<file path="src/rtl/qkt_matmul_sequencer.sv">
// Control sequencer for the Qn x KnT systolic-array wrapper: fetch, accumulate, and hand off output tiles.
// Optional compute watchdog enabled by defining QKT_MATMUL_SEQUENCER_TIMEOUT_EN.
module qkt_matmul_sequencer #(
    parameter int INNER_BLOCKS   = 4,
    parameter int OUT_TILES      = 8,
    parameter int TIMEOUT_CYCLES = 1024
) (
    input  logic                           clk,
    input  logic                           rst_n,
    input  logic                           start,
    input  logic                           abort,
    output logic                           in_req,
    input  logic                           in_valid,
    input  logic                           sys_finish,
    input  logic                           acc_done,
    output logic                           en_Qn_KnT,
    output logic                           rst_n_Qn_KnT,
    output logic                           reset_acc_Qn_KnT,
    output logic                           out_valid_Qn_KnT,
    input  logic                           out_ready,
    output logic [$clog2(INNER_BLOCKS):0]  inner_idx,
    output logic [$clog2(OUT_TILES):0]     tile_idx,
    output logic                           busy,
    output logic                           done,
    output logic                           err
);
    localparam int IW = $clog2(INNER_BLOCKS) + 1;
    localparam int TW = $clog2(OUT_TILES) + 1;
    localparam logic [IW-1:0] INNER_LAST = IW'(INNER_BLOCKS - 1);
    localparam logic [TW-1:0] TILE_LAST  = TW'(OUT_TILES - 1);

    typedef enum logic [2:0] {
        S_IDLE, S_CLEAR, S_FETCH, S_COMPUTE, S_RESTART, S_WAIT_ACC, S_OUTPUT, S_DONE
    } state_e;

    typedef struct packed {
        logic in_req;
        logic en;
        logic rst_n_arr;
        logic reset_acc;
        logic out_valid;
        logic busy;
        logic done;
    } ctrl_t;

    localparam ctrl_t CTRL_IDLE = '{1'b0, 1'b0, 1'b1, 1'b0, 1'b0, 1'b0, 1'b0};

    // Outputs are decoded from the next state and flopped, so each one equals a decode of the current state.
    function automatic ctrl_t decode(input state_e s);
        ctrl_t c;
        c      = CTRL_IDLE;
        c.busy = (s != S_IDLE);
        case (s)
            S_CLEAR:   begin c.rst_n_arr = 1'b0; c.reset_acc = 1'b1; end
            S_FETCH:   c.in_req    = 1'b1;
            S_COMPUTE: c.en        = 1'b1;
            S_RESTART: c.rst_n_arr = 1'b0;
            S_OUTPUT:  c.out_valid = 1'b1;
            S_DONE:    c.done      = 1'b1;
            default:   ;
        endcase
        return c;
    endfunction

    state_e        state_q, state_d;
    logic [IW-1:0] inner_q, inner_d;
    logic [TW-1:0] tile_q, tile_d;
    ctrl_t         ctrl_q, ctrl_d;
    logic          timeout;

`ifdef QKT_MATMUL_SEQUENCER_TIMEOUT_EN
    localparam int CW = $clog2(TIMEOUT_CYCLES) + 1;
    localparam logic [CW-1:0] CNT_LAST = CW'(TIMEOUT_CYCLES - 1);

    logic [CW-1:0] cnt_q, cnt_d;
    logic          err_q, err_d;

    // Held at zero outside COMPUTE, so every entry into COMPUTE starts from a clean count.
    always_comb begin
        cnt_d = '0;
        err_d = err_q;
        if (state_q == S_COMPUTE && cnt_q != CNT_LAST) cnt_d = cnt_q + 1'b1;
        if (state_q == S_IDLE && start && !abort)      err_d = 1'b0;
        if (timeout && !abort)                         err_d = 1'b1;
    end

    assign timeout = (state_q == S_COMPUTE) && (cnt_q == CNT_LAST) && !sys_finish;

    always_ff @(posedge clk or negedge rst_n) begin
        if (!rst_n) begin
            cnt_q <= '0;
            err_q <= 1'b0;
        end else begin
            cnt_q <= cnt_d;
            err_q <= err_d;
        end
    end

    assign err = err_q;
`else
    assign timeout = 1'b0;
    assign err     = 1'b0;
`endif

    always_comb begin
        // NOTE: every signal gets a default before the case so no path leaves it unassigned (no latches).
        state_d = state_q;
        inner_d = inner_q;
        tile_d  = tile_q;
        case (state_q)
            S_IDLE: if (start) begin
                state_d = S_CLEAR;
                inner_d = '0;
                tile_d  = '0;
            end
            S_CLEAR:   state_d = S_FETCH;
            S_FETCH:   if (ctrl_q.in_req && in_valid) state_d = S_COMPUTE;
            S_COMPUTE: begin
                if (sys_finish) begin
                    if (inner_q != INNER_LAST) begin
                        state_d = S_RESTART;
                        inner_d = inner_q + 1'b1;
                    end else begin
                        state_d = S_WAIT_ACC;
                    end
                end else if (timeout) begin
                    state_d = S_IDLE;
                    inner_d = '0;
                    tile_d  = '0;
                end
            end
            S_RESTART:  state_d = S_FETCH;
            S_WAIT_ACC: if (acc_done) state_d = S_OUTPUT;
            S_OUTPUT: if (ctrl_q.out_valid && out_ready) begin
                if (tile_q != TILE_LAST) begin
                    state_d = S_CLEAR;
                    tile_d  = tile_q + 1'b1;
                    inner_d = '0;
                end else begin
                    state_d = S_DONE;
                end
            end
            S_DONE: begin
                state_d = S_IDLE;
                inner_d = '0;
                tile_d  = '0;
            end
            default: state_d = S_IDLE;
        endcase
        // Abort overrides every event above, including a final output handshake.
        if (abort) begin
            state_d = S_IDLE;
            inner_d = '0;
            tile_d  = '0;
        end
        ctrl_d = decode(state_d);
    end

    always_ff @(posedge clk or negedge rst_n) begin
        if (!rst_n) begin
            state_q <= S_IDLE;
            inner_q <= '0;
            tile_q  <= '0;
            ctrl_q  <= CTRL_IDLE;
        end else begin
            // NOTE: non-blocking assignments keep all flops updating from the same pre-edge values.
            state_q <= state_d;
            inner_q <= inner_d;
            tile_q  <= tile_d;
            ctrl_q  <= ctrl_d;
        end
    end

    assign in_req           = ctrl_q.in_req;
    assign en_Qn_KnT        = ctrl_q.en;
    assign rst_n_Qn_KnT     = ctrl_q.rst_n_arr;
    assign reset_acc_Qn_KnT = ctrl_q.reset_acc;
    assign out_valid_Qn_KnT = ctrl_q.out_valid;
    assign busy             = ctrl_q.busy;
    assign done             = ctrl_q.done;
    assign inner_idx        = inner_q;
    assign tile_idx         = tile_q;

endmodule

</file>
<file path="config.mk">
export PLATFORM = sky130hd
export DESIGN_NAME = qkt_matmul_sequencer
export DESIGN_NICKNAME = d
export VERILOG_FILES = /design/src/rtl/qkt_matmul_sequencer.sv
export SDC_FILE = /design/constraint.sdc
export NUM_CORES = 1
export LEC_CHECK = 0
export BUFFER_PORTS_ARGS = -buffer_cell sky130_fd_sc_hd__buf_4
export CAP_MARGIN = 20
export CORE_MARGIN = 4
export CORE_UTILIZATION = 35
export DETAILED_ROUTE_END_ITERATION = 7
export GPL_ROUTABILITY_DRIVEN = 0
export PLACE_DENSITY = 0.55
export SLEW_MARGIN = 40
export SYNTH_ARGS = -nofsm -noshare
export SYNTH_HDL_FRONTEND = slang
export SYNTH_SLANG_ARGS = --single-unit
export TNS_END_PERCENT = 20
</file>
<file path="constraint.sdc">
create_clock -name clk -period 1.98 [get_ports clk]
set_clock_uncertainty 0.2 [all_clocks]
set_input_delay 0.198 -clock clk [delete_from_list [all_inputs] [get_ports clk]]
set_output_delay 0.198 -clock clk [all_outputs]
set_load 0.01 [all_outputs]
</file>
==> impl_metrics.tcl, run 1 <==
set metrics [dict create \
    dpl.hpwl_microns 1600 \
    num_vias 810 \
    synth-simple-area-share_pct 25.2 \
    core-area_sq_um 2570 \
    synth_edf_count 0 \
    muxShareOfSynthArea_pct 5.30 \
    synth_top_family_by_area "simple AND/OR/NAND/NOR gates" \
    stdcell_area_sq_um 1360 \
    areaGrowthSynthToFinish_pct 40.4 \
    timing.final.crit_share_pct 99.9 \
    synth_nets 100 \
    rows 18 \
    cts-root-buf "clkbuf_4" \
    vdd_drop_max_mv 0.506 \
    grt_max_degree 18 \
    track_usage_pct 13.2 \
    synth_top_cell_area_share_pct 41.3 \
    via_per_inst 5.00 \
    synth_flop_cell "dfrtp_1" \
    synthAdderAreaFrac_pct 3.88 \
    numCtsBuffers 3 \
    htree_levels 1 \
    drv_cap 0 \
    clockBufferDepth 2 \
    synth_compound_area_share_pct 14.6 \
    critPathCaptureType "register" \
    post_drt_wl_per_cell_microns 13.3 \
    cp_max_fo 2 \
    synth_xor_area_share_pct 0 \
    antenna_left 0 \
    grt_overflow 0 \
    synthCells 89 \
    crit_type "register to register" \
    path_clk_slew_ns 0.11 \
    async_reset_ff_share_pct 100 \
    cts_tree "done" \
    grt_pass1_vias 835 \
    p_leak_nw 0.632 \
    die_area_sq_um 3670 \
    drive_above_1_share_pct 52.3 \
    worstPathCellList "ha_2 -> ha_2 -> nand2b_4 -> a22o_1 -> a21oi_2 -> nor3_4 -> or3_1" \
    slew_violations 0 \
    clock_latency_ns 0.30 \
    synthDistinctLibCells 40 \
    placed_area_sq_um 1250 \
    start_util_pct 37.7 \
    cp-start-kind "register" \
    status "finished clean" \
    largest_reg_flops 4 \
    grt_pass1_wl_microns 3590 \
    totalPowerFinal_mw 0.877 \
    die_x_microns 60.6 \
    max_freq_mhz 505 \
    slowest_stage "dfrtp_1" \
    yosys_warnings 0 \
    drt_iter0_drc 25 \
    crit_top_cell "ha_2" \
    fin_crit_ns 1.98 \
    powerDensity_nw_per_um2 645 \
    cp_top_family "simple AND/OR/NAND/NOR gates" \
    die_h_microns 60.6 \
    routed_wl_microns 2150 \
    rsz0062_at_grt "yes" \
    n_antenna_cell 0 \
    arrival_ns 1.97 \
    setup_viol_count_final 0 \
    ioPinCount 23 \
    first_pass_iters 4 \
    drc 0 \
    nets 144 \
    cts_sinks 17 \
    min_path_type "input port to register" \
    worst-path-buf-inv 0 \
    ys_ff_latch 17 \
    synth_area_leaders "dfrtp_1 (41%), mux2i_1 (4.1%), ha_1 (3.9%)" \
    yosys.area.top_type "dfrtp_1" \
    synthesis.area_sq_um 968 \
    antenna_found_initial 0 \
    final_hold_viol_count 0 \
    portBuffers 21 \
    syn_area_per_cell_sq_um 10.9 \
    ys_seq_area_share_pct 44.1 \
    worstPathRequired_ns 1.97 \
    slowest_delay_ns 0.40 \
]
-- worst paths after layout --
| kind | startpoint | endpoint | slack [ns] | cells after the start |
|---|---|---|---|---|
| max | inner_idx[0] | busy | 0.001 | 7 |
| min | abort | state_q[2] | 0.02 | 2 |
| max reg2reg | inner_idx[0] | busy | 0.001 | 7 |
| min reg2reg | tile_idx[2] | tile_idx[2] | 0.38 | 2 |
| max in group asynchronous | rst_n | rst_n_Qn_KnT | 1.24 | 2 |
| min in group asynchronous | rst_n | inner_idx[1] | 0.09 | 2 |
-- through the flow --
step | setup slack, ns | utilization, % | std cells | hold slack (ns) | setup TNS [ns]
finish | 0.00110 | 53.0 | 162 | 0.0214 | 0
global placement | -0.0482 | 48.8 | 153 | -0.125 | -0.156
CTS | -0.0354 | 51.4 | 159 | 0.0412 | -0.0763
detailed placement | -0.0738 | 48.8 | 153 | -0.120 | -0.306
floorplan | -0.0770 | - | 89 | -0.298 | -0.0946
global route | -0.0662 | 53.0 | 162 | 0.0210 | -0.250
-- area by class of cell --
class	count	area, sq um
clock buffers	3	22.5
clock inverters	1	7.51
multi-input cells	63	515
fillers	236	1210
well taps	30	37.5
flip-flops and latches	17	429
repair buffers	44	333
inverters	4	15.0
-- report_power, final --
group / internal, mW / switching (mW)
registers: 0.380 / 0.0255
logic: 0.150 / 0.128
clock network: 0.0769 / 0.116
total: 0.607 / 0.270
-- logic make-up after synthesis --
group	Yosys count
simple gates	37
compound gates	17
flops	17
buf+inv	9
mux	5
fa+ha+maj	3
other cells	1
-- cell usage after synthesis (2+ instances only) --
cell and n:
a21boi_1 2, a31oi_1 4, buf_4 2, buf_6 3, dfrtp_1 16, ha_1 3, inv_1 3, mux2i_1 4
nand2_1 5, nand2b_1 3, nand3_1 3, nand3b_1 3, nor2_1 3, nor2b_1 2, nor3_1 2, nor3b_1 3
o211ai_1 2, o21ai_0 2, or3_1 2, or4_1 2
-- layout by cell type, fill, tap and decap left out, types with 3 or more instances in the layout --
cell	Yosys	layout
inv_1	3	3
nand2_1	5	5
buf_4	2	43
clkbuf_4	0	3
dfrtp_1	16	14
mux2i_1	4	3
a31oi_1	4	3
nand3b_1	3	3
nand3_1	3	3
ha_2	0	3
-- layer usage --
layer	share of wire [%]	track usage [%]
met4	0.70	3.72
met1	46	16.9
met2	48	21.8
met5	0	0
met3	4.7	3.62
-- what timing repair did --
item,CTS,global route
buffers inserted,1,3
gates resized for setup,4,8
pin swaps,4,6
setup endpoints to repair,6,10
hold buffers,1,0
endpoints found under the hold margin,17,0
Note: power is estimated with default switching activity, not from simulation.
==> run 2: changes to the inputs <==
Settings changed: CORE_UTILIZATION 35 to 31, PLACE_DENSITY 0.55 to 0.5.
==> run 2 against run 1 <==
The run now ends with setup timing left. Die area up 11%. Via count up 1.5%. Fmax down 1.0%. Global-route usage down 1.1 points. Largest cell class unchanged. Total power down 1.2%. Cell area up 1.2%. Critical path depth unchanged. Register-to-register slack worse by 0.02 ns.
==> impl_metrics.tcl, run 2 (synthesized netlist as in run 1, its figures left out) <==
set metrics [dict create \
    status "finished with violations" \
    violations "setup timing" \
    areaGrowthSynthToFinish_pct 42.1 \
    first_pass_iters 4 \
    final_hold_viol_count 0 \
    finalHoldWorstSlack_ns 0.0292 \
    min_path_type "input port to register" \
    powerDensity_nw_per_um2 630 \
    placed_area_sq_um 1260 \
    hold_depth 2 \
    cts-root-buf "clkbuf_4" \
    timing.final.crit_share_pct 101 \
    cp-start-kind "register" \
    drive_above_1_share_pct 51.1 \
    cts_sinks 17 \
    mostFrequentLayoutCells "buf_4 (44), dfrtp_1 (14), nand2_1 (5)" \
    grt_max_degree 18 \
    track_usage_pct 12.1 \
    stdcell_area_sq_um 1380 \
    die_x_microns 63.9 \
    max_freq_mhz 500 \
    ioPinCount 23 \
    utilization_pct 45.5 \
    vdd_drop_max_mv 0.365 \
    core-area_sq_um 3030 \
    slew_violations 0 \
    clock_latency_ns 0.29 \
    path_clk_slew_ns 0.10 \
    largest_reg_flops 4 \
    arrival_ns 1.98 \
    grt_overflow 0 \
    antenna_left 0 \
    p_leak_nw 0.645 \
    drt_iter0_drc 12 \
    setup_slack_ns -0.0196 \
    dr_wl_met2_microns 1120 \
    start_util_pct 32.0 \
    grt_pass1_wl_microns 3900 \
    worstPathRequired_ns 1.96 \
    drv_cap 0 \
    fin_crit_ns 2.00 \
    die_area_sq_um 4080 \
    cts_tree "done" \
    rsz0062_at_grt "yes" \
    nets 145 \
    critPathCaptureType "register" \
    fillCellCount 298 \
    portBuffers 21 \
    wl_met1_microns 1030 \
    ff2ff_path_depth 7 \
    routed_wl_microns 2260 \
    htree_levels 1 \
    numCtsBuffers 3 \
    dpl.hpwl_microns 1680 \
    num_vias 822 \
    final_common_cell "buf_4" \
    wl_met3_microns 87 \
    pre_cts_ws_ns -0.110 \
    rows 20 \
    drc 0 \
    cp_max_fo 2 \
    via_per_inst 4.64 \
    antenna_found_initial 0 \
    topRoutingLayerUsed "met4" \
    setup_viol_count_final 2 \
    clockBufferDepth 2 \
    grt_pass1_vias 844 \
    crit_type "register to register" \
    die_h_microns 63.9 \
    n_antenna_cell 0 \
    post_drt_wl_per_cell_microns 12.7 \
]
==> run 2: power breakdown <==
group,internal (mW),switching (mW),total [mW]
Combinational,0.145,0.128,0.272
Clock,0.0750,0.114,0.189
Sequential,0.380,0.0255,0.406
Total,0.600,0.267,0.867
==> run 2: layout make-up <==
type | count | area [sq um] | share of cell area, %
clock buffer | 3 | 22.5 | 1.64
clock inverter | 1 | 5.00 | 0.364
inverter | 4 | 15.0 | 1.09
multi-input combinational | 63 | 509 | 37.0
sequential | 17 | 429 | 31.2
tap | 44 | 55.1 | 4.00
timing repair buffer | 45 | 340 | 24.7
==> run 2: what timing repair did <==
item	CTS	global route
gates cloned	0	0
gates resized for setup	2	8
setup buffers	3	3
hold endpoints to repair	17	0
hold buffers	1	0
pin swaps	4	6
endpoints found under the setup margin	6	10
==> run 2: worst max-delay path, stage by stage (launching register included) <==
cell and delay, ns:
dfrtp_1 0.40, ha_2 0.19, ha_2 0.17, nand2b_4 0.14
a22o_1 0.21, a21oi_2 0.20, nor3_4 0.05, or3_1 0.33
==> run 2: path summary, 6_finish.rpt <==
check	from	endpoint	slack [ns]
max in group asynchronous	rst_n	rst_n_Qn_KnT	1.22
setup reg to reg	inner_idx[1]	busy	-0.02
min in group asynchronous	rst_n	inner_idx[1]	0.10
setup / recovery	inner_idx[1]	busy	-0.02
hold / removal	abort	state_q[2]	0.03
hold reg to reg	tile_idx[2]	tile_idx[2]	0.38
==> run 2: metrics by stage <==
step	TNS (ns)	std cells	power, mW
after CTS	-0.0854	174	0.868
after global routing	-0.207	177	0.923
final	-0.0312	177	0.867
after global placement	-0.132	166	0.660
after floorplan	-0.0946	89	0.562
after detailed placement	-0.382	166	0.661
==> run 2: routing by layer <==
layer  vias up  track usage [%]
met2        11             20.9
met5         -                0
met3         2             3.51
li1        413                -
met1       396             14.8
met4         0             2.43
